## config.mk

```make
export PLATFORM = sky130hd
export DESIGN_NAME = clock_divider_bank
export DESIGN_NICKNAME = d
export VERILOG_FILES = /design/src/rtl/clock_divider_bank.sv
export SDC_FILE = /design/constraint.sdc
export NUM_CORES = 1
export LEC_CHECK = 0
export ABC_CLOCK_PERIOD_IN_PS = 7300
export CAP_MARGIN = 10
export CORE_MARGIN = 2
export CORE_UTILIZATION = 49
export CTS_BUF_LIST = sky130_fd_sc_hd__clkbuf_8
export CTS_CLUSTER_DIAMETER = 200
export DETAILED_ROUTE_END_ITERATION = 10
export GPL_TIMING_DRIVEN = 0
export PLACE_DENSITY = 0.69
export SYNTH_ARGS = -nofsm -noshare
export SYNTH_HDL_FRONTEND = slang
export SYNTH_SLANG_ARGS = --single-unit
```

## constraint.sdc

```tcl
create_clock -name clk_in -period 7.3 [get_ports clk_in]
set_input_delay 1.46 -clock clk_in [delete_from_list [all_inputs] [get_ports clk_in]]
set_output_delay 1.46 -clock clk_in [all_outputs]
set_load 0.02 [all_outputs]
```

## src/rtl/clock_divider_bank.sv

```systemverilog
// Bank of independent runtime-programmable clock dividers.
// Each channel emits a one-cycle tick per period and a pulse- or square-mode divided output.
module clock_divider_bank #(
  parameter int unsigned CHANNELS = 2,
  parameter int unsigned WIDTH    = 23
) (
  input  logic                      clk_in,
  input  logic                      reset_n,
  input  logic                      restart,
  input  logic [CHANNELS-1:0]       enable,
  input  logic [CHANNELS-1:0]       mode,
  input  logic [CHANNELS*WIDTH-1:0] divisor,
  output logic [CHANNELS-1:0]       tick,
  output logic [CHANNELS-1:0]       clk_out,
  output logic [CHANNELS-1:0]       active
);

  for (genvar k = 0; k < CHANNELS; k++) begin : g_chan
    logic [WIDTH-1:0] count_q;
    logic [WIDTH-1:0] shadow_q;
    logic             armed_q;
    logic             mode_q;
    logic             tick_q;
    logic             clk_q;

    logic [WIDTH-1:0] div_k;
    logic [WIDTH-1:0] div_dec;
    logic [WIDTH-1:0] count_dec;
    logic [WIDTH-1:0] half;

    assign div_k     = divisor[k*WIDTH +: WIDTH];
    assign div_dec   = div_k - WIDTH'(1);
    assign count_dec = count_q - WIDTH'(1);
    assign half      = shadow_q >> 1;

    // Arm and terminal share one path: both reload from the live divisor, or park on zero.
    always_ff @(posedge clk_in or negedge reset_n) begin
      if (!reset_n) begin
        count_q  <= '0;
        shadow_q <= '0;
        armed_q  <= 1'b0;
        mode_q   <= 1'b0;
        tick_q   <= 1'b0;
        clk_q    <= 1'b0;
      end else if (restart) begin
        armed_q <= 1'b0;
        tick_q  <= 1'b0;
        clk_q   <= 1'b0;
      end else if (!enable[k]) begin
        tick_q <= 1'b0;
        if (!mode_q) clk_q <= 1'b0;
      end else if (!armed_q || count_q == '0) begin
        if (div_k == '0) begin
          armed_q  <= 1'b0;
          count_q  <= '0;
          shadow_q <= '0;
          tick_q   <= 1'b0;
          clk_q    <= 1'b0;
        end else begin
          shadow_q <= div_k;
          count_q  <= div_dec;
          mode_q   <= mode[k];
          armed_q  <= 1'b1;
          tick_q   <= armed_q;
          clk_q    <= armed_q;
        end
      end else begin
        count_q <= count_dec;
        tick_q  <= 1'b0;
        // Square output stays high while the remaining count covers the first ceil(D/2) cycles.
        clk_q   <= mode_q & clk_q & (count_dec >= half);
      end
    end

    assign tick[k]    = tick_q;
    assign clk_out[k] = clk_q;
    assign active[k]  = armed_q;
  end

endmodule

```

==> results.py, run 1 <==
metrics = {
    "cts": {
        "cts.sinks": 98,
        "htreeDepth": 3,
        "cts_tree": "done",
        "clk_latency_ns": 0.40,
        "path_clk_slew_ns": 0.10,
        "clockBufferDepth": 2,
        "cts_buffers": 9,
        "cts_setup_buffers": 0,
        "cts_resized": 0,
        "cts-hold-fix-buffers": 0,
        "root_buffer": "clkbuf_8",
    },
    "power_and_ir_drop": {
        "power_density_nw_per_um2": 198,
        "power.leakage_uw": 0.00346,
        "ir_worst_vdd_uv": 143,
    },
    "sta": {
        "fin_crit_ns": 4.71,
        "slew_headroom": 0.399,
        "grt_setup_unrepaired": "false",
        "setup_viol": 0,
        "hold_viol_final": 0,
        "worst_slew_pin_slew_ns": 0.888,
        "period_share": 0.646,
        "fin_worst_skew_ns": 0.00977,
        "fin_setup_tns_ns": 0,
        "fmax_mhz": 212,
        "finalMaxSlewViolations": 0,
    },
    "critical_path": {
        "rr_worst_depth": 13,
        "critPathLaunchType": "flop",
        "worstSetupEndpointType": "flop",
        "cp_data_arrival_time_ns": 5.05,
        "r2r_end": "g_chan[0].clk_q$_DFFE_PN0P_",
        "reg2reg_from": "g_chan[0].count_q[0]$_DFFE_PN0P_",
        "path_class": "reg2reg",
        "critPathMaxFanout": 6,
        "cp-startpoint": "g_chan[0].count_q[0]$_DFFE_PN0P_",
        "required_ns": 7.64,
        "r2r_slack_ns": 2.59,
    },
    "logic_synthesis": {
        "synth.avg_cell_area_um2": 8.71,
        "yosysSeqAreaShare": 0.340,
        "ys.flop_type": "dfrtp_1",
        "ys_warn_count": 0,
        "syn_area_um2": 7220,
        "ys_async_sr_fraction": 1.00,
        "synthesis.nets": 932,
        "synth.distinct_cells": 62,
        "ys_seq_elements": 98,
        "synth_edf_count": 0,
        "syn_inst": 829,
    },
    "global_routing": {
        "grt_pass1_vias": 6175,
        "grt-ovfl-total": 0,
        "antenna_found_initial": 0,
        "grt_usage": 0.252,
        "grt_max_degree": 57,
        "grt_first_pass_wirelength_um": 31600,
    },
    "routing": {
        "drt.antenna.violating_nets": 0,
        "wl_um": 19300,
        "first_iter_violations": 541,
        "drc": 0,
        "post_drt_via_cell_ratio": 5.83,
        "drt_pass1_iterations": 6,
        "wl_per_cell_um": 17.8,
        "num_vias": 6333,
    },
    "cells_and_area": {
        "mostFrequentLayoutCells": "dfrtp_1 (98), nand2_1 (72), nor2_1 (63)",
        "diodes": 0,
        "post-route-util": 0.568,
        "drive_gt1_frac": 0.0931,
        "mostFrequentLayoutCell": "dfrtp_1",
        "area_delta_synth_final_pct": 13.9,
        "final_nets": 1001,
    },
    "floorplan": {
        "fp.dieW_um": 125,
        "pin_count": 59,
        "die_area_um2": 15700,
        "core_area_um2": 14500,
        "initial_utilization": 0.499,
        "rows": 44,
        "dieHeight_um": 125,
    },
    "placement": {
        "port_buffers": 57,
        "post-dp-hpwl_um": 14700,
        "place_congestion": 0.915,
    },
    "worst_hold_path": {
        "holdPathEnd": "g_chan[1].shadow_q[1]$_DFFE_PN0P_",
        "hold_class": "reg2reg",
        "whs_path_depth": 2,
        "hp-start": "g_chan[1].shadow_q[1]$_DFFE_PN0P_",
    },
    "flow_run": {
        "maxCapViolations": 0,
    },
    "run_status": {
        "outcome": "complete, no violations",
    },
}
==> report_power, final <==
part	internal, µW	switching, µW	total, µW
clock	140	205	345
combinational	258	316	574
sequential	635	77.6	713
total	1030	598	1630
==> worst max-delay path, cell delays in order (launching register included) <==
cell      delay, ns
dfrtp_1        0.45
inv_1          0.15
ha_1           0.31
nor4b_1        0.76
nand4_1        0.47
nor3_1         0.30
xor2_1         0.14
ha_1           0.31
nand4_1        0.17
nor4b_1        0.68
o221ai_1       0.28
o211a_1        0.23
o211ai_1       0.24
a211o_1        0.16
==> synth_stat cells, types with 4 or more instances <==
library cell | count | area share
clkbuf_1 | 31 | 0.016
a211oi_1 | 5 | 0.0052
o22a_1 | 4 | 0.0049
nor3b_1 | 4 | 0.0042
mux2_2 | 44 | 0.069
o211ai_1 | 5 | 0.0052
xnor2_1 | 34 | 0.041
a31oi_1 | 12 | 0.010
nand4_1 | 13 | 0.011
xor2_1 | 37 | 0.045
or4_1 | 9 | 0.0094
a221o_1 | 5 | 0.0069
or3_1 | 8 | 0.0069
nor2_1 | 63 | 0.033
nand2_1 | 72 | 0.037
a21oi_1 | 41 | 0.028
buf_2 | 4 | 0.0028
and4_1 | 4 | 0.0049
nor3_1 | 46 | 0.032
nand3_1 | 21 | 0.015
nor4_1 | 24 | 0.021
o31ai_1 | 6 | 0.0062
nand2b_1 | 7 | 0.0061
a21o_1 | 4 | 0.0042
and3_1 | 4 | 0.0035
inv_1 | 58 | 0.030
or4_4 | 4 | 0.0062
a221oi_1 | 6 | 0.0073
o21ai_0 | 50 | 0.035
a22oi_1 | 5 | 0.0052
dfrtp_1 | 98 | 0.34
buf_4 | 6 | 0.0062
ha_1 | 50 | 0.087
==> per-stage QoR <==
step	hold slack (ns)	area, µm²	setup slack (ns)	power, µW	std cells
4_1_cts	0.503	8230	2.68	1640	1086
6_report	0.495	8230	2.59	1630	1086
3_5_place_dp	0.481	8050	2.26	1290	1071
2_1_floorplan	0.453	7220	3.58	1100	829
3_3_place_gp	0.471	8020	0.797	1280	1070
5_1_grt	0.518	8230	2.40	1760	1086
==> sequential cells by signal, summed over array words and instances, names as in the netlist <==
signal and flops:
g_chan.count_q 46, g_chan.clk_q 2, g_chan.mode_q 2, g_chan.tick_q 2, g_chan.armed_q 2, g_chan.shadow_q 44
==> cell type report <==
cell class	instances	area (µm²)
clock buffer	11	151
multi-input combinational	630	4350
fill	1394	6250
tap	184	230
buffer	43	204
sequential	98	2450
inverter	58	218
timing repair buffer	58	596
clock inverter	4	27.5
==> worst max path at each step <==
stage,endpoint,cells after the start
2_1_floorplan,g_chan[0].clk_q$_DFFE_PN0P_,8
3_3_place_gp,g_chan[1].shadow_q[20]$_DFFE_PN0P_,1
3_5_place_dp,g_chan[1].count_q[3]$_DFFE_PN0P_,8
4_1_cts,g_chan[1].count_q[3]$_DFFE_PN0P_,8
5_1_grt,g_chan[0].clk_q$_DFFE_PN0P_,13
6_report,g_chan[0].clk_q$_DFFE_PN0P_,13
==> cells by family (layout without fill, tap and decap cells) <==
| logic type | Yosys count | after routing | synth area share |
|---|---|---|---|
| buffers and inverters | 101 | 174 | 0.0584 |
| adders and majority gates | 50 | 50 | 0.0866 |
| AOI/OAI and AO/OA | 166 | 166 | 0.145 |
| xor gates and xnor gates | 71 | 71 | 0.0861 |
| DFF | 98 | 98 | 0.340 |
| and+or+nand+nor | 298 | 298 | 0.214 |
| muxes | 45 | 45 | 0.0702 |
==> per-layer routing <==
layer  wire [µm]  track usage  up-vias
met3        1030       0.0492       47
met4         818        0.114        0
met5           0            0        -
met2        9160        0.420      204
met1        8320        0.317     2961
li1            -            -     3121
Note: power is estimated with default switching activity, not from simulation.
==> run 2, diff against run 1 <==
--- a/config.mk
+++ b/config.mk
@@ -5,7 +5,7 @@
 export SDC_FILE = /design/constraint.sdc
 export NUM_CORES = 1
 export LEC_CHECK = 0
-export ABC_CLOCK_PERIOD_IN_PS = 7300
+export ABC_CLOCK_PERIOD_IN_PS = 4500
 export CAP_MARGIN = 10
 export CORE_MARGIN = 2
 export CORE_UTILIZATION = 49
==> constraint.sdc (replaced) <==
create_clock -name clk_in -period 4.5 [get_ports clk_in]
set_input_delay 0.9 -clock clk_in [delete_from_list [all_inputs] [get_ports clk_in]]
set_output_delay 0.9 -clock clk_in [all_outputs]
set_load 0.02 [all_outputs]
==> results.py, run 2 (synthesis results as in run 1) <==
metrics = {
    "run_status": {
        "outcome": "complete, no violations",
    },
    "sta": {
        "fmax_mhz": 243,
        "setup_viol": 0,
        "fin_crit_ns": 4.12,
        "grt_setup_unrepaired": "false",
        "period_share": 0.915,
        "slew_headroom": 0.466,
        "hold_viol_final": 0,
        "worst_slew_pin_slew_ns": 0.793,
        "fin_setup_tns_ns": 0,
        "fin_worst_skew_ns": 0.0106,
        "finalMaxSlewViolations": 0,
        "hold_slack_ns": 0.495,
    },
    "cells_and_area": {
        "final_nets": 1001,
        "largest_reg_flops": 46,
        "mostFrequentLayoutCell": "dfrtp_1",
        "area_delta_synth_final_pct": 14.1,
        "diodes": 0,
        "register_area_um2": 2450,
        "largestRegisters": "g_chan.count_q x46, g_chan.shadow_q x44",
        "largest_register": "g_chan.count_q",
        "multi_input_area_um2": 4360,
        "mostFrequentLayoutCells": "dfrtp_1 (98), nand2_1 (72), nor2_1 (63)",
        "n_fill_cell": 1394,
        "drive_gt1_frac": 0.0953,
    },
    "floorplan": {
        "die_area_um2": 15700,
        "core_area_um2": 14500,
        "fp.dieW_um": 125,
        "initial_utilization": 0.499,
        "rows": 44,
        "pin_count": 59,
        "dieHeight_um": 125,
    },
    "routing": {
        "drc": 0,
        "post_drt_via_cell_ratio": 5.86,
        "drt.antenna.violating_nets": 0,
        "wl_um": 19300,
        "drt_pass1_iterations": 5,
        "first_iter_violations": 558,
        "num_vias": 6359,
        "wl_per_cell_um": 17.8,
    },
    "critical_path": {
        "critPathMaxFanout": 10,
        "worstSetupEndpointType": "flop",
        "critPathLaunchType": "primary input",
        "cp_data_arrival_time_ns": 4.40,
        "cp-startpoint": "divisor[25]",
        "reg2reg_from": "g_chan[0].count_q[0]$_DFFE_PN0P_",
        "path_class": "in2reg",
        "required_ns": 4.78,
    },
    "power_and_ir_drop": {
        "finalPower_uw": 2650,
        "power.leakage_uw": 0.00346,
        "ir_worst_vdd_uv": 232,
        "power_density_nw_per_um2": 322,
    },
    "placement": {
        "post-dp-hpwl_um": 14700,
        "place_congestion": 0.915,
        "port_buffers": 57,
    },
    "global_routing": {
        "grt_first_pass_wirelength_um": 31600,
        "grt_max_degree": 57,
        "grt_pass1_vias": 6178,
        "antenna_found_initial": 0,
        "grt_usage": 0.252,
        "grt-ovfl-total": 0,
    },
    "cts": {
        "clockBufferDepth": 2,
        "root_buffer": "clkbuf_8",
        "path_clk_slew_ns": 0.09,
        "cts-hold-fix-buffers": 0,
        "cts.sinks": 98,
        "cts_buffers": 9,
        "clk_latency_ns": 0.39,
        "cts_setup_buffers": 0,
        "htreeDepth": 3,
        "cts_tree": "done",
    },
    "flow_run": {
        "maxCapViolations": 0,
    },
    "worst_hold_path": {
        "hp-start": "g_chan[1].shadow_q[1]$_DFFE_PN0P_",
        "hold_class": "reg2reg",
    },
}
## run 2: cell type report
class                   instances  share of cell area
plain buffers                  43              0.0248
repair buffers                 58              0.0723
multi-input cells             630               0.529
inverters                      58              0.0264
flip-flops and latches         98               0.298
clock inverters                 4             0.00334
clock buffers                  11              0.0184
well taps                     184              0.0279
## run 2: path summary, 6_finish.rpt
check | depth (start not counted) | slack (ns) | end
min in group asynchronous | 1 | 0.58 | g_chan[0].shadow_q[21]$_DFFE_PN0P_
setup / recovery | 8 | 0.38 | g_chan[1].count_q[20]$_DFFE_PN0P_
setup reg to reg | 13 | 0.46 | g_chan[0].clk_q$_DFFE_PN0P_
hold / removal | 2 | 0.49 | g_chan[1].shadow_q[1]$_DFFE_PN0P_
max in group asynchronous | 2 | 3.22 | g_chan[1].armed_q$_DFFE_PN0P_
hold reg to reg | 2 | 0.49 | g_chan[1].shadow_q[1]$_DFFE_PN0P_
## run 2: critical path, cell delays in order
cell             delay (ns)
clkdlybuf4s50_1        0.51
nor4_1                 0.74
nand4_1                0.67
nor4_4                 0.83
nor2_1                 0.13
buf_2                  0.25
a221oi_1               0.29
nor2_1                 0.06
## run 2: routing by layer
| metal | wire length, µm | up-vias | global-route usage |
|---|---|---|---|
| met5 | 0 | - | 0 |
| met4 | 842 | 0 | 0.114 |
| met3 | 933 | 54 | 0.0492 |
| met2 | 9170 | 204 | 0.420 |
| met1 | 8390 | 2980 | 0.318 |
| li1 | - | 3121 | - |
## run 2: repair_timing
action                                  CTS  global route
gates cloned                              0             0
endpoints found under the setup margin    1             1
gates resized for setup                   1             1
## run 2: through the flow
step | utilization | setup slack (ns) | instances | instance area (µm²)
after floorplan | - | 1.13 | 829 | 7220
after global placement | 0.554 | -1.44 | 1070 | 8020
after detailed placement | 0.556 | -0.0558 | 1071 | 8050
after CTS | 0.569 | 0.235 | 1086 | 8230
after global routing | 0.569 | 0.207 | 1086 | 8240
final | 0.569 | 0.382 | 1086 | 8240
## run 2: report_power, final
part	internal, µW	leakage, µW	switching [µW]
clock	227	0.0000834	330
combinational	420	0.00220	514
sequential	1030	0.00118	127
total	1680	0.00346	972
